==> src/rtl/ahb_bus_arbiter_if.sv <==
// Bundle of the per-master request/address/data vectors and the shared AHB-Lite bus
// that the arbiter drives. The master modport is the environment (bridges plus slave ready).
interface ahb_bus_arbiter_if #(
    parameter int NUM_MASTERS = 2
);
    logic [NUM_MASTERS-1:0]    M_HBUSREQ;
    logic [32*NUM_MASTERS-1:0] M_HADDR;
    logic [2*NUM_MASTERS-1:0]  M_HTRANS;
    logic [3*NUM_MASTERS-1:0]  M_HSIZE;
    logic [3*NUM_MASTERS-1:0]  M_HBURST;
    logic [NUM_MASTERS-1:0]    M_HWRITE;
    logic [32*NUM_MASTERS-1:0] M_HWDATA;
    logic                      HREADY;

    logic [NUM_MASTERS-1:0]    M_HGRANT;
    logic [1:0]                HMASTER;
    logic                      bus_owned;
    logic [31:0]               HADDR;
    logic [1:0]                HTRANS;
    logic [2:0]                HSIZE;
    logic [2:0]                HBURST;
    logic                      HWRITE;
    logic [31:0]               HWDATA;

    modport master (
        output M_HBUSREQ, M_HADDR, M_HTRANS, M_HSIZE, M_HBURST, M_HWRITE, M_HWDATA, HREADY,
        input  M_HGRANT, HMASTER, bus_owned, HADDR, HTRANS, HSIZE, HBURST, HWRITE, HWDATA
    );

    modport slave (
        input  M_HBUSREQ, M_HADDR, M_HTRANS, M_HSIZE, M_HBURST, M_HWRITE, M_HWDATA, HREADY,
        output M_HGRANT, HMASTER, bus_owned, HADDR, HTRANS, HSIZE, HBURST, HWRITE, HWDATA
    );
endinterface

==> src/rtl/ahb_bus_arbiter.sv <==
// Round-robin AHB-Lite arbiter with a hold limit, plus the address-phase and
// data-phase multiplexers that put the owning master onto the shared bus.
module ahb_bus_arbiter #(
    parameter int NUM_MASTERS = 2,
    parameter int MAX_HOLD    = 16
) (
    input  logic               clk,
    input  logic               rst,
    ahb_bus_arbiter_if.slave   bus
);
    localparam logic [1:0] LAST_IDX   = 2'(NUM_MASTERS - 1);
    localparam logic [4:0] HOLD_LIMIT = 5'(MAX_HOLD - 1);

    // Per-master slices padded to four entries so a 2-bit index never leaves the array.
    logic [31:0] addr_arr  [4];
    logic [1:0]  trans_arr [4];
    logic [2:0]  size_arr  [4];
    logic [2:0]  burst_arr [4];
    logic        write_arr [4];
    logic [31:0] wdata_arr [4];
    logic        req_arr   [4];

    generate
        for (genvar gi = 0; gi < 4; gi++) begin : g_slice
            if (gi < NUM_MASTERS) begin : g_used
                assign addr_arr[gi]  = bus.M_HADDR[32*gi +: 32];
                assign trans_arr[gi] = bus.M_HTRANS[2*gi +: 2];
                assign size_arr[gi]  = bus.M_HSIZE[3*gi +: 3];
                assign burst_arr[gi] = bus.M_HBURST[3*gi +: 3];
                assign write_arr[gi] = bus.M_HWRITE[gi];
                assign wdata_arr[gi] = bus.M_HWDATA[32*gi +: 32];
                assign req_arr[gi]   = bus.M_HBUSREQ[gi];
            end else begin : g_unused
                assign addr_arr[gi]  = '0;
                assign trans_arr[gi] = '0;
                assign size_arr[gi]  = '0;
                assign burst_arr[gi] = '0;
                assign write_arr[gi] = 1'b0;
                assign wdata_arr[gi] = '0;
                assign req_arr[gi]   = 1'b0;
            end
        end
    endgenerate

    logic [1:0]             owner_reg, owner_next;
    logic                   owner_valid_reg, owner_valid_next;
    logic [1:0]             last_owner_reg, last_owner_next;
    logic [4:0]             hold_cnt_reg, hold_cnt_next;
    logic [1:0]             data_owner_reg, data_owner_next;
    logic                   data_valid_reg, data_valid_next;
    logic [NUM_MASTERS-1:0] grant_reg, grant_next;

    logic       rr_found, oth_found;
    logic [1:0] rr_idx, oth_idx;
    logic [1:0] cand_idx;
    int         cand;

    // Round-robin search starting after last_owner; the "other" search skips the
    // current owner and is used when the hold limit forces a handover.
    always_comb begin
        rr_found  = 1'b0;
        rr_idx    = '0;
        oth_found = 1'b0;
        oth_idx   = '0;
        cand      = 0;
        cand_idx  = '0;
        for (int k = 1; k <= NUM_MASTERS; k++) begin
            cand = int'(last_owner_reg) + k;
            if (cand >= NUM_MASTERS) begin
                cand = cand - NUM_MASTERS;
            end
            cand_idx = cand[1:0];
            if (!rr_found && req_arr[cand_idx]) begin
                rr_found = 1'b1;
                rr_idx   = cand_idx;
            end
            if (!oth_found && req_arr[cand_idx] && (cand_idx != owner_reg)) begin
                oth_found = 1'b1;
                oth_idx   = cand_idx;
            end
        end
    end

    logic [1:0] htrans_mux;

    assign htrans_mux = owner_valid_reg ? trans_arr[owner_reg] : 2'b00;
    assign bus.HTRANS = htrans_mux;
    assign bus.HADDR  = owner_valid_reg ? addr_arr[owner_reg]  : '0;
    assign bus.HSIZE  = owner_valid_reg ? size_arr[owner_reg]  : '0;
    assign bus.HBURST = owner_valid_reg ? burst_arr[owner_reg] : '0;
    assign bus.HWRITE = owner_valid_reg ? write_arr[owner_reg] : 1'b0;
    assign bus.HWDATA = data_valid_reg  ? wdata_arr[data_owner_reg] : '0;

    assign bus.M_HGRANT  = grant_reg;
    assign bus.HMASTER   = owner_reg;
    assign bus.bus_owned = owner_valid_reg;

    logic       new_grant;
    logic [1:0] winner;

    always_comb begin
        owner_next       = owner_reg;
        owner_valid_next = owner_valid_reg;
        last_owner_next  = last_owner_reg;
        hold_cnt_next    = hold_cnt_reg;
        data_owner_next  = data_owner_reg;
        data_valid_next  = data_valid_reg;
        new_grant        = 1'b0;
        winner           = '0;

        if (bus.HREADY) begin
            data_owner_next = owner_reg;
            data_valid_next = owner_valid_reg & htrans_mux[1];

            if (!owner_valid_reg || !req_arr[owner_reg]) begin
                if (rr_found) begin
                    new_grant = 1'b1;
                    winner    = rr_idx;
                end else begin
                    owner_valid_next = 1'b0;
                end
            end else if ((hold_cnt_reg == HOLD_LIMIT) && oth_found) begin
                new_grant = 1'b1;
                winner    = oth_idx;
            end else if (hold_cnt_reg != 5'd31) begin
                hold_cnt_next = hold_cnt_reg + 5'd1;
            end

            if (new_grant) begin
                owner_next       = winner;
                owner_valid_next = 1'b1;
                last_owner_next  = winner;
                hold_cnt_next    = '0;
            end
        end

        grant_next = '0;
        for (int i = 0; i < NUM_MASTERS; i++) begin
            grant_next[i] = owner_valid_next && (owner_next == 2'(i));
        end
    end

    always_ff @(posedge clk or negedge rst) begin
        if (!rst) begin
            owner_reg       <= '0;
            owner_valid_reg <= 1'b0;
            last_owner_reg  <= LAST_IDX;
            hold_cnt_reg    <= '0;
            data_owner_reg  <= '0;
            data_valid_reg  <= 1'b0;
            grant_reg       <= '0;
        end else begin
            owner_reg       <= owner_next;
            owner_valid_reg <= owner_valid_next;
            last_owner_reg  <= last_owner_next;
            hold_cnt_reg    <= hold_cnt_next;
            data_owner_reg  <= data_owner_next;
            data_valid_reg  <= data_valid_next;
            grant_reg       <= grant_next;
        end
    end
endmodule

==> src/flat_wrapper.sv <==
// flat-port wrapper written by rule: the top's interface ports become plain ports
module ahb_bus_arbiter_flat 
#(
    parameter int NUM_MASTERS = 2,
    parameter int MAX_HOLD    = 16
)
  (clk, rst, bus_M_HBUSREQ, bus_M_HADDR, bus_M_HTRANS, bus_M_HSIZE, bus_M_HBURST, bus_M_HWRITE, bus_M_HWDATA, bus_HREADY, bus_M_HGRANT, bus_HMASTER, bus_bus_owned, bus_HADDR, bus_HTRANS, bus_HSIZE, bus_HBURST, bus_HWRITE, bus_HWDATA);
  ahb_bus_arbiter_if #(.NUM_MASTERS(NUM_MASTERS)) bus_i ();
  input  logic clk;
  input  logic rst;
  input wire logic [$bits(bus_i.M_HBUSREQ)-1:0] bus_M_HBUSREQ;
  input wire logic [$bits(bus_i.M_HADDR)-1:0] bus_M_HADDR;
  input wire logic [$bits(bus_i.M_HTRANS)-1:0] bus_M_HTRANS;
  input wire logic [$bits(bus_i.M_HSIZE)-1:0] bus_M_HSIZE;
  input wire logic [$bits(bus_i.M_HBURST)-1:0] bus_M_HBURST;
  input wire logic [$bits(bus_i.M_HWRITE)-1:0] bus_M_HWRITE;
  input wire logic [$bits(bus_i.M_HWDATA)-1:0] bus_M_HWDATA;
  input wire logic [$bits(bus_i.HREADY)-1:0] bus_HREADY;
  output wire logic [$bits(bus_i.M_HGRANT)-1:0] bus_M_HGRANT;
  output wire logic [$bits(bus_i.HMASTER)-1:0] bus_HMASTER;
  output wire logic [$bits(bus_i.bus_owned)-1:0] bus_bus_owned;
  output wire logic [$bits(bus_i.HADDR)-1:0] bus_HADDR;
  output wire logic [$bits(bus_i.HTRANS)-1:0] bus_HTRANS;
  output wire logic [$bits(bus_i.HSIZE)-1:0] bus_HSIZE;
  output wire logic [$bits(bus_i.HBURST)-1:0] bus_HBURST;
  output wire logic [$bits(bus_i.HWRITE)-1:0] bus_HWRITE;
  output wire logic [$bits(bus_i.HWDATA)-1:0] bus_HWDATA;
  assign bus_i.M_HBUSREQ = bus_M_HBUSREQ;
  assign bus_i.M_HADDR = bus_M_HADDR;
  assign bus_i.M_HTRANS = bus_M_HTRANS;
  assign bus_i.M_HSIZE = bus_M_HSIZE;
  assign bus_i.M_HBURST = bus_M_HBURST;
  assign bus_i.M_HWRITE = bus_M_HWRITE;
  assign bus_i.M_HWDATA = bus_M_HWDATA;
  assign bus_i.HREADY = bus_HREADY;
  assign bus_M_HGRANT = bus_i.M_HGRANT;
  assign bus_HMASTER = bus_i.HMASTER;
  assign bus_bus_owned = bus_i.bus_owned;
  assign bus_HADDR = bus_i.HADDR;
  assign bus_HTRANS = bus_i.HTRANS;
  assign bus_HSIZE = bus_i.HSIZE;
  assign bus_HBURST = bus_i.HBURST;
  assign bus_HWRITE = bus_i.HWRITE;
  assign bus_HWDATA = bus_i.HWDATA;
  ahb_bus_arbiter #(.NUM_MASTERS(NUM_MASTERS), .MAX_HOLD(MAX_HOLD)) u_core (.clk(clk), .rst(rst), .bus(bus_i));
endmodule
==> config.mk <==
export PLATFORM = sky130hd
export DESIGN_NAME = ahb_bus_arbiter_flat
export DESIGN_NICKNAME = d
export VERILOG_FILES = /design/src/rtl/ahb_bus_arbiter_if.sv /design/src/rtl/ahb_bus_arbiter.sv /design/src/flat_wrapper.sv
export SDC_FILE = /design/constraint.sdc
export NUM_CORES = 1
export LEC_CHECK = 0
export CAP_MARGIN = 20
export CORE_MARGIN = 5
export CORE_UTILIZATION = 29
export CTS_CLUSTER_DIAMETER = 40
export CTS_CLUSTER_SIZE = 14
export DETAILED_ROUTE_END_ITERATION = 12
export PLACE_DENSITY = 0.95
export RECOVER_POWER = 50
export SETUP_SLACK_MARGIN = 0.15
export SYNTH_ARGS = -nofsm -noshare
export SYNTH_HDL_FRONTEND = slang
export SYNTH_SLANG_ARGS = --single-unit
==> constraint.sdc <==
create_clock -name clk -period 3.55 [get_ports clk]
set_input_delay 0.71 -clock clk [delete_from_list [all_inputs] [get_ports clk]]
set_output_delay 0.71 -clock clk [all_outputs]
set_load 0.02 [all_outputs]
# Word level (Yosys, flattened, before mapping)
# Cells that the tools add are included.
# classes
n_addsub,5
magnitude_cmp,6
eq_ne,7
muxes,60
bitwise_logic,5
n_reduce_logical,16
# op_table
operator,count
$mux 32,6
$bmux 32 s2,2
$mux 2,14
$mux 1,21
$mux 5,4
$mux 3,6
$bmux 3 s2,2
$ge 3x3->1 const B,4
$not 2->3,4
$bmux 1 s2,4
$logic_and 1x1->1,7
$ge 3x2->1 const B,2
$add 5x1->5 const B,1
$eq 5x4->1 const B,1
$ne 5x5->1 const B,1
$bmux 2 s2,1
$logic_not 1->1,4
$ne 2x2->1,2
$ne 2x2->1 const B,2
$reduce_and 4->1,1
$sub 2x2->2 const B,2
$add 2x1->3 const B,1
$add 2x2->3 const B,1
$eq 2x1->1 const B,1
other kinds (5),5
# word_totals
ff_bits,15
out_inout_bits,78
wordCells,106

# Longest topological paths before layout
# Gate-level depths: netlist of the first run.
# depth
depth_word,21
mapped_depth,7
depth_no_buf,7

# Least setup slack after synthesis of the first run
# Ideal clock, no wire load.
# synth_path
path_type,register to output
start,reg u_core.owner_reg[1] (netlist: u_core.bus.HMASTER[1])
end,out bus_HADDR[0]
arrival_time_ns,1.319
slack_ns,1.521
stages_incl_launch_ff,5
cell_sequence,dfrtp_1 nand2b_1 buf_2 clkbuf_1 nor2_1
# synth_via
elab_chain_len,5
# synth_rtl
item,line,rtl
"start, declared",ahb_bus_arbiter.sv:45,"logic [1:0] owner_reg, owner_next;"
"start signal, assigned",ahb_bus_arbiter.sv:153,owner_reg <= owner_next;
$not 2->3 (not written as such),ahb_bus_arbiter.sv:88,assign bus.HADDR = owner_valid_reg ? addr_arr[owner_reg] : '0;
$bmux 32 s2,ahb_bus_arbiter.sv:88,
$mux 32 (not written as such) (2 in a row),ahb_bus_arbiter.sv:88,
$mux 32,ahb_bus_arbiter.sv:88,
"end, declared",flat_wrapper.sv:22,output wire logic [$bits(bus_i.HADDR)-1:0] bus_HADDR;
# No other way between the ends. The select of a mux whose other input is x is not followed.

# Worst setup path after layout of the first run
# layout_path
start,reg u_core.owner_reg[1] (netlist: u_core.bus.HMASTER[1])
end,out bus_HADDR[17]
# The elaborated chain is that of the path after synthesis.

==> metrics.log, run 1 <==
INFO  metric result_of_the_run = completed
INFO  metric grt_usage = 21.5%
INFO  metric place_congestion = 0.927
INFO  metric cp_data_required_time = 2.84 ns
INFO  metric synthesized_instance_count = 234
INFO  metric io_buffers = roughly 230
INFO  metric worst-setup-path-type = reg -> out
INFO  metric nFillCells = 520
INFO  metric initialDrtViolationCount = 70
INFO  metric critPathMaxFanout = 25
INFO  metric final_nets = 609
INFO  metric worst_hold_slack = 0.502 ns
INFO  metric synth-warning-count = 0
INFO  metric grt_max_degree = 33
INFO  metric peakVddDrop = between 0.00015 and 0.0002 V
INFO  metric grt_antenna_before_repair = 0
INFO  metric timing.slew.headroom = 30.5%
INFO  metric total_leakage_power = 1.99 nW
INFO  metric synth_ff_type = dfrtp_1
INFO  metric critPathLaunchType = flip-flop
INFO  metric pin_count = 229
INFO  metric syn-mean-instance-area = between 7 and 8 um^2
INFO  metric cts_inserted_buffers = 3
INFO  metric detail_route.wl_per_cell = 17.7 um
INFO  metric clk_transition_reported_paths = 0.06 ns
INFO  metric critical_path.endpoint_type = output port
INFO  metric viasPerCell = 4.68
INFO  metric cts_tree = done
INFO  metric cts.htree.levels = 1
INFO  metric maxClockFrequency = 313 MHz
INFO  metric wirelength = around 9400 um
INFO  metric arrival = ~2.5 ns
INFO  metric finalWorstPathRequiredPeriod = 3.19 ns
INFO  metric worst_skew_pair.late_latency = 0.25 ns
INFO  metric worst_clock_skew = 0.00278 ns
INFO  metric drive_above_1_share = 4.19%
INFO  metric synth_edf_count = 0
INFO  metric timing.final.hold_violations = 0
INFO  metric syn-num-nets = 388
INFO  metric post_route_core_utilization = 67.5%
INFO  metric cts_sinks = 15
INFO  metric gr-total-overflow = 0
INFO  metric holdBufCountCts = 0
INFO  metric drc = 0
INFO  metric die_height = ~90 um
INFO  metric synth.yosys.seq_area_share = between 20% and 30%
INFO  metric placement_rows = 29
INFO  metric grt_setup_unrepaired = no
INFO  metric finalMaxSlewViolations = 0
INFO  metric post_synthesis_instance_area = 0.00186 mm^2
INFO  metric grt_pass1_wl = 14,400 um
INFO  metric hpwl = just over 8000 um
INFO  metric cts.path.max_buffers = 2
INFO  metric antenna_left = 0
INFO  metric setup_viol_count_final = 0
INFO  metric tightestPinTransition = 1.04 ns
INFO  metric floorplan.initialDensity = 29.6%
INFO  metric reg2regPathDepth = 6
INFO  metric hold_class = reg -> reg
INFO  metric finalCritPeriodShare = about 90%
INFO  metric drt_pass1_iterations = 5
INFO  metric synth.distinct_cells = 33
INFO  metric fin_setup_tns = 0 ns
INFO  metric flow.area_growth_from_synthesis = 128%
INFO  metric postCtsSetupRepairBufs = 0
INFO  metric number_of_resized_instances_in_the_post_cts_repair_step = 0
INFO  metric cap_violations = 0
INFO  metric via_count_of_the_first_global_routing_pass = around 2,500
INFO  metric clockRootBuffer = clkbuf_8
INFO  metric pwr_density_cell = about 340 mW/mm^2
INFO  metric core_region_area = 0.00628 mm^2
INFO  metric hold_path_depth = 1
INFO  metric number_of_flip_flops_and_latches_in_the_synthesized_netlist = 15
INFO  metric route.vias.total = 2,486
INFO  metric die-area = 0.00811 mm^2
INFO  metric die_width = 90.1 um
INFO  metric asyncSetResetFlopFracSynth = 100%
INFO  metric largest_reg_flops = 5
INFO  metric diodes = 0
==> through the flow <==
stage	cells	instance area [um^2]	setup slack [ns]	total power (W)
floorplan	234	1860	1.52	0.000805
global placement	527	4200	0.663	0.00130
detailed placement	527	4200	0.636	0.00132
CTS	531	4250	0.366	0.00146
global route	531	4240	0.220	0.00151
finish	531	4240	0.360	0.00144
==> where the power goes <==
part | internal, W | switching (W) | total [W]
sequential | 0.000196 | 0.0000529 | 0.000249
combinational | 0.000562 | 0.000486 | 0.00105
clock | 0.0000777 | 0.0000611 | 0.000139
total | 0.000836 | 0.000600 | 0.00144
==> Yosys cell counts, types with 3 or more instances <==
| library cell | n | area share (%) |
|---|---|---|
| mux2i_1 | 76 | 41 |
| ha_1 | 3 | 2.0 |
| mux2_2 | 3 | 1.8 |
| o21a_1 | 3 | 1.2 |
| buf_2 | 9 | 2.4 |
| dfrtp_1 | 14 | 19 |
| clkbuf_1 | 7 | 1.4 |
| a21oi_1 | 3 | 0.81 |
| nand2b_1 | 5 | 1.7 |
| nor2_1 | 76 | 15 |
| inv_1 | 6 | 1.2 |
==> cells in the final DEF, fill, tap and decap left out, types with 2 or more instances in the layout <==
cell,count
clkdlybuf4s50_1,203
a21oi_1,3
nand2_1,2
nor2b_1,2
mux2i_1,76
and3_1,2
o21ai_0,2
xor2_1,2
and2_1,2
o22ai_1,2
nor2_1,77
inv_1,6
dfrtp_1,13
mux2_2,3
clkbuf_8,3
dlygate4sd3_1,25
nand2b_1,5
o21a_1,3
buf_4,5
ha_1,3
==> worst paths after layout <==
path	from	endpoint	slack, ns
setup / recovery	u_core.bus.HMASTER[1]	bus_HADDR[17]	0.36
hold / removal	u_core.data_owner_reg[1]	u_core.data_owner_reg[1]	0.50
setup reg to reg	u_core.bus.HMASTER[0]	u_core.bus.M_HGRANT[0]	0.99
hold reg to reg	u_core.data_owner_reg[1]	u_core.data_owner_reg[1]	0.50
max in group asynchronous	rst	u_core.bus.HMASTER[0]	2.16
min in group asynchronous	rst	u_core.hold_cnt_reg[1]	0.93
==> cell families (layout without fill, tap and decap cells) <==
kind of cell	after synthesis	count (layout)	synth area share, %
compound gates	16	16	6.86
buf+inv	24	244	5.65
mux	79	79	42.7
fa+ha+maj	3	3	2.02
flops	15	15	20.3
simple gates	95	95	21.5
xor+xnor	2	2	0.942
==> critical path, stage by stage, from the launching register on <==
cell	delay (ns)
dfrtp_1	0.44
nand2b_1	0.63
buf_4	0.41
nor2_1	0.13
clkdlybuf4s50_1	0.62
==> layout make-up <==
cell class	instances	area (um^2)	share of cell area, %
Sequential cell	15	378	8.92
Inverter	6	22.5	0.532
Clock inverter	1	5.00	0.118
Clock buffer	3	41.3	0.975
Multi-Input combinational cell	195	1370	32.3
Timing Repair Buffer	234	2320	54.9
Tap cell	77	96.3	2.27
==> layer usage <==
layer / vias up / global-route usage, % / part of all wire (%) / wire length, um
met5: - / 0 / 0 / 0
met2: 88 / 40.7 / 54 / 5070
met4: 0 / 4.59 / 1.9 / 178
li1: 1243 / - / - / -
met3: 14 / 4.17 / 5.6 / 529
met1: 1141 / 24.8 / 38 / 3610
Power figures use the tool's default switching activity.
==> inputs of run 2 (changes only) <==
MAX_ROUTING_LAYER = met4   (was not set)
==> metrics.log, run 2 (synthesized netlist as in run 1, its figures left out) <==
INFO  metric result_of_the_run = completed (unchanged)
INFO  metric critical_path.endpoint_type = output port (unchanged)
INFO  metric finalCritPeriodShare = 87.4% (was 89.9%)
INFO  metric cap_violations = 0 (unchanged)
INFO  metric timing.final.hold_violations = 0 (unchanged)
INFO  metric worst-setup-path-type = reg -> out (unchanged)
INFO  metric cts_tree = done (unchanged)
INFO  metric diodes = 0 (unchanged)
INFO  metric post-layout-total-power = 0.00143 W (was 0.00144 W)
INFO  metric r2r-end = u_core.bus.M_HGRANT[0] (unchanged)
INFO  metric critPathMaxFanout = 32 (was 25)
INFO  metric cts.htree.levels = 1 (unchanged)
INFO  metric fin_setup_tns = 0 ns (unchanged)
INFO  metric grt_usage = 22.1% (was 21.5%)
INFO  metric core_region_area = 0.00628 mm^2 (unchanged)
INFO  metric worst_hold_path.endpoint = u_core.data_owner_reg[0] (was u_core.data_owner_reg[1])
INFO  metric pwr_density_cell = 339 mW/mm^2 (about the same)
INFO  metric grt_max_degree = 33 (unchanged)
INFO  metric initialDrtViolationCount = 61 (was 70)
INFO  metric hold_class = reg -> reg (unchanged)
INFO  metric clockRootBuffer = clkbuf_8 (unchanged)
INFO  metric hold_start = u_core.data_owner_reg[0] (was u_core.data_owner_reg[1])
INFO  metric drc = 0 (unchanged)
INFO  metric finalMaxSlewViolations = 0 (unchanged)
INFO  metric peakVddDrop = 0.000242 V (was 0.000179 V)
INFO  metric timing.slew.headroom = 31.2% (was 30.5%)
INFO  metric via_count_of_the_first_global_routing_pass = 2,578 (was 2,549)
INFO  metric cpPeakStageDelay = 0.78 ns (was 0.63 ns)
INFO  metric grt_pass1_wl = 14,400 um (unchanged)
INFO  metric hold_path_depth = 1 (unchanged)
INFO  metric r2r_start = u_core.bus.HMASTER[0] (unchanged)
INFO  metric finalWorstPathRequiredPeriod = 3.10 ns (was 3.19 ns)
INFO  metric viasPerCell = 4.76 (was 4.68)
INFO  metric detail_route.wl_per_cell = 17.7 um (about the same)
INFO  metric wirelength = 9390 um (about the same)
INFO  metric reg2regPathDepth = 6 (unchanged)
INFO  metric most_used_cells_in_the_layout_excluding_fill_and_tap_cells = 203 x clkdlybuf4s50_1, 77 x nor2_1, 76 x mux2i_1 (unchanged)
INFO  metric final_nets = 609 (unchanged)
INFO  metric die-area = 0.00811 mm^2 (unchanged)
INFO  metric grt_antenna_before_repair = 0 (unchanged)
INFO  metric final_common_cell = clkdlybuf4s50_1 (unchanged)
INFO  metric place_congestion = 0.924 (was 0.927)
INFO  metric largest_reg_flops = 5 (unchanged)
INFO  metric worst_skew_pair.late_latency = 0.25 ns (about the same)
INFO  metric worst_clock_skew = 0.00215 ns (was 0.00278 ns)
INFO  metric cts_inserted_buffers = 3 (unchanged)
INFO  metric flow.area_growth_from_synthesis = 128% (unchanged)
INFO  metric die_height = 90.1 um (unchanged)
INFO  metric grt_setup_unrepaired = no (unchanged)
INFO  metric critPathLaunchType = flip-flop (unchanged)
INFO  metric total_leakage_power = 1.99 nW (unchanged)
INFO  metric pin_count = 229 (unchanged)
INFO  metric postCtsSetupRepairBufs = 0 (unchanged)
INFO  metric holdBufCountCts = 0 (unchanged)
INFO  metric die_width = 90.1 um (unchanged)
INFO  metric cts_sinks = 15 (unchanged)
INFO  metric cp_data_required_time = 2.84 ns (about the same)
INFO  metric placement_rows = 29 (unchanged)
INFO  metric antenna_left = 0 (unchanged)
INFO  metric r2r_slack = 1.02 ns (was 0.99 ns)
INFO  metric cp_slowest_cell = clkbuf_2 (was nand2b_1)
INFO  metric io_buffers = 228 (unchanged)
INFO  metric cts.path.max_buffers = 2 (unchanged)
INFO  metric drive_above_1_share = 4.19% (unchanged)
INFO  metric critical_path.cell_chain = clkbuf_2 > mux2i_1 > nor2_1 > dlygate4sd3_1 (was nand2b_1 > buf_4 > nor2_1 > clkdlybuf4s50_1)
INFO  metric clk_transition_reported_paths = 0.06 ns (about the same)
INFO  metric gr-total-overflow = 0 (unchanged)
INFO  metric number_of_resized_instances_in_the_post_cts_repair_step = 0 (unchanged)
INFO  metric arrival = 2.39 ns (was 2.48 ns)
INFO  metric route.vias.total = 2,529 (was 2,486)
INFO  metric tightestPinTransition = 1.03 ns (was 1.04 ns)
INFO  metric maxClockFrequency = 322 MHz (was 313 MHz)
INFO  metric worst_hold_slack = 0.503 ns (was 0.502 ns)
INFO  metric drt_pass1_iterations = 4 (was 5)
INFO  metric floorplan.initialDensity = 29.6% (unchanged)
INFO  metric hpwl = 8110 um (was 8080 um)
INFO  metric setup_viol_count_final = 0 (unchanged)
[run 2: cell counts in the layout (fill, tap and decap cells not counted)]
Identical to the previous run, type by type.
[run 2: layout make-up]
type                    count  area (um^2)
well taps                  77         96.3
repair buffers            234         2320
clock buffers               3         41.3
fillers                   493         2040
flip-flops and latches     15          378
clock inverters             1         5.00
multi-input cells         195         1370
inverters                   6         22.5
[run 2: where the power goes]
part / internal (W) / switching (W) / leakage (nW)
clock: 0.0000777 / 0.0000595 / 0.0255
sequential: 0.000196 / 0.0000484 / 0.190
combinational: 0.000562 / 0.000491 / 1.77
total: 0.000835 / 0.000599 / 1.99
[run 2: metrics by stage]
stage | area [um^2] | util, % | setup WS [ns] | instances
floorplan | 1860 | - | 1.52 | 234
global placement | 4200 | 66.9 | 0.802 | 527
detailed placement | 4200 | 66.9 | 0.723 | 527
CTS | 4250 | 67.7 | 0.438 | 531
global route | 4240 | 67.5 | 0.330 | 531
finish | 4240 | 67.5 | 0.448 | 531
[run 2: worst max-delay path by stage]
stage	end	from	depth (start not counted)	slack, ns
2_1_floorplan	bus_HADDR[0]	u_core.bus.HMASTER[1]	4	1.52
3_3_place_gp	bus_HADDR[1]	bus_M_HADDR[33]	4	0.80
3_5_place_dp	bus_HADDR[5]	u_core.bus.HMASTER[1]	4	0.72
4_1_cts	bus_HADDR[5]	u_core.bus.HMASTER[1]	4	0.44
5_1_grt	bus_HWDATA[10]	u_core.data_owner_reg[0]	4	0.33
6_report	bus_HWDATA[30]	u_core.data_owner_reg[0]	4	0.45
[run 2: layer usage]
metal	GRT usage, %	routed length [um]	vias up
met4	5.96	219	0
met2	38.7	4970	90
met5	-	0	-
met3	4.51	433	24
met1	25.6	3770	1174
li1	-	-	1241
[run 2: critical path: cells and delay by family, from the launching register on]
family                 cells  cell delay (ns)
multiplexers               1             0.30
buffers and inverters      2             1.43
AND/OR/NAND/NOR            1             0.06
flip-flops                 1             0.33
==> inputs of run 3 (changes only) <==
CORE_UTILIZATION = 27   (was 29)
PLACE_DENSITY = 0.93   (was 0.95)
clock period = 2.9 ns   (was 3.55 ns; I/O delays follow)
==> metrics.log, run 3 (synthesized netlist as in run 1, its figures left out) <==
INFO  metric result_of_the_run = completed (unchanged)
INFO  metric finalCritPeriodShare = 90.1%
INFO  metric worst_hold_path.endpoint = u_core.data_owner_reg[1] (was u_core.data_owner_reg[0])
INFO  metric largest_reg_flops = 5 (unchanged)
INFO  metric nFillCells = 535 (was 493)
INFO  metric detail_route.wl_per_cell = 17.1 um (was 17.7 um)
INFO  metric drt_pass1_iterations = 4 (unchanged)
INFO  metric finalWorstPathRequiredPeriod = 2.61 ns
INFO  metric drive_above_1_share = 4.37% (was 4.19%)
INFO  metric grt_pass1_wl = 13,600 um (was 14,400 um)
INFO  metric post_route_core_utilization = 63.4% (was 67.5%)
INFO  metric met2WireLength = 4970 um (unchanged)
INFO  metric grt_usage = 20.6% (was 22.1%)
INFO  metric setup_viol_count_final = 0 (unchanged)
INFO  metric route.vias.total = 2,552 (was 2,529)
INFO  metric holdBufCountCts = 0 (unchanged)
INFO  metric die_height = 93.0 um (was 90.1 um)
INFO  metric clk_transition_reported_paths = 0.06 ns (about the same)
INFO  metric initialDrtViolationCount = 65 (was 61)
INFO  metric cts_inserted_buffers = 3 (unchanged)
INFO  metric pwr_density_cell = 417 mW/mm^2 (was 339 mW/mm^2)
INFO  metric cts_sinks = 15 (unchanged)
INFO  metric r2r_slack = 0.43 ns (was 1.02 ns)
INFO  metric wirelength_met1 = 3250 um (was 3770 um)
INFO  metric placement_rows = 30 (was 29)
INFO  metric gr-total-overflow = 0 (unchanged)
INFO  metric cp_data_required_time = 2.32 ns (was 2.84 ns)
INFO  metric reg2regPathDepth = 7 (was 6)
INFO  metric drc = 0 (unchanged)
INFO  metric timing.final.hold_violations = 0 (unchanged)
INFO  metric core_region_area = 0.00676 mm^2 (was 0.00628 mm^2)
INFO  metric antenna_left = 0 (unchanged)
INFO  metric critPathLaunchType = flip-flop (unchanged)
INFO  metric hpwl = 7990 um (was 8110 um)
INFO  metric cts.htree.levels = 1 (unchanged)
INFO  metric hold_path_depth = 1 (unchanged)
INFO  metric hold_start = u_core.data_owner_reg[1] (was u_core.data_owner_reg[0])
INFO  metric grt_setup_unrepaired = no (unchanged)
INFO  metric pin_count = 229 (unchanged)
INFO  metric number_of_resized_instances_in_the_post_cts_repair_step = 0 (unchanged)
INFO  metric peakVddDrop = 0.000319 V (was 0.000242 V)
INFO  metric timing.slew.headroom = 55.6% (was 31.2%)
INFO  metric wirelength = 9210 um (was 9390 um)
INFO  metric worst_skew_pair.late_latency = 0.25 ns (about the same)
INFO  metric worst_clock_skew = 0.000931 ns (was 0.00215 ns)
INFO  metric wl_met3 = 787 um (was 433 um)
INFO  metric grt_max_degree = 42 (was 33)
INFO  metric final_common_cell = clkdlybuf4s50_1 (unchanged)
INFO  metric top_layer = met4 (unchanged)
INFO  metric postCtsSetupRepairBufs = 0 (unchanged)
INFO  metric r2r_start = u_core.bus.HMASTER[0] (unchanged)
INFO  metric diodes = 0 (unchanged)
INFO  metric fin_setup_tns = 0 ns (unchanged)
INFO  metric arrival = 2.03 ns (was 2.39 ns)
INFO  metric tightestPinTransition = 0.664 ns (was 1.03 ns)
INFO  metric most_used_cells_in_the_layout_excluding_fill_and_tap_cells = 203 x clkdlybuf4s50_1, 77 x nor2_1, 76 x mux2i_1 (unchanged)
INFO  metric hold_class = reg -> reg (unchanged)
INFO  metric viasPerCell = 4.74 (was 4.76)
INFO  metric critPathMaxFanout = 15 (was 32)
INFO  metric grt_antenna_before_repair = 0 (unchanged)
INFO  metric flow.area_growth_from_synthesis = 130% (was 128%)
INFO  metric cts_tree = done (unchanged)
INFO  metric via_count_of_the_first_global_routing_pass = 2,552 (was 2,578)
INFO  metric r2r-end = u_core.bus.M_HGRANT[1] (was u_core.bus.M_HGRANT[0])
INFO  metric cts.path.max_buffers = 2 (unchanged)
INFO  metric place_congestion = 0.903 (was 0.924)
INFO  metric io_buffers = 228 (unchanged)
INFO  metric maxClockFrequency = 383 MHz
INFO  metric finalMaxSlewViolations = 0 (unchanged)
INFO  metric total_leakage_power = 2.00 nW (was 1.99 nW)
INFO  metric clockRootBuffer = clkbuf_8 (unchanged)
INFO  metric die-area = 0.00865 mm^2 (was 0.00811 mm^2)
INFO  metric die_width = 93.0 um (was 90.1 um)
INFO  metric worst-setup-path-type = reg -> out (unchanged)
INFO  metric final_nets = 613 (was 609)
INFO  metric cap_violations = 0 (unchanged)
INFO  metric critical_path.endpoint_type = output port (unchanged)
INFO  metric floorplan.initialDensity = 27.5% (was 29.6%)
## run 3: metal layers
layer  up-vias  track usage (%)
met5         -                -
met4         0             5.86
met3        21             4.83
met2       113             38.3
met1      1167             21.6
li1       1251                -
## run 3: metrics by stage
stage | cell area [um^2] | std cells | hold WS, ns | setup slack [ns] | power (W)
4_1_cts | 4310 | 538 | 0.521 | 0.234 | 0.00183
5_1_grt | 4280 | 538 | 0.543 | 0.185 | 0.00189
6_report | 4280 | 538 | 0.512 | 0.288 | 0.00178
3_5_place_dp | 4260 | 534 | 0.506 | 0.437 | 0.00165
2_1_floorplan | 1860 | 234 | 0.284 | 1.00 | 0.000985
3_3_place_gp | 4260 | 534 | 0.480 | 0.454 | 0.00162
## run 3: layout make-up
type / instances / area, um^2 / area share [%]
clock buffers: 3 / 41.3 / 0.964
clock inverters: 1 / 5.00 / 0.117
inverters: 6 / 22.5 / 0.526
multi-input cells: 195 / 1360 / 31.7
flip-flops and latches: 15 / 382 / 8.91
well taps: 80 / 100 / 2.34
repair buffers: 238 / 2370 / 55.4
## run 3: worst max-delay path by stage
stage,start,to,slack [ns]
floorplan,u_core.bus.HMASTER[1],bus_HADDR[0],1.00
global placement,bus_M_HTRANS[3],bus_HTRANS[1],0.45
detailed placement,bus_M_HWDATA[45],bus_HWDATA[13],0.44
CTS,u_core.bus.HMASTER[1],bus_HTRANS[1],0.23
global route,u_core.data_owner_reg[0],bus_HWDATA[21],0.19
finish,u_core.data_owner_reg[0],bus_HWDATA[20],0.29
## run 3: critical path, stage by stage, from the launching register on
cell and delay [ns]:
dfrtp_2 0.63, buf_12 0.22, mux2i_1 0.20, nor2_1 0.06, dlygate4sd3_1 0.66
## run 3: power breakdown
| group | switching (W) | leakage, nW | total [W] | internal, W |
|---|---|---|---|---|
| logic | 0.000592 | 1.79 | 0.00130 | 0.000708 |
| registers | 0.0000730 | 0.190 | 0.000316 | 0.000243 |
| clock network | 0.0000746 | 0.0255 | 0.000170 | 0.0000953 |
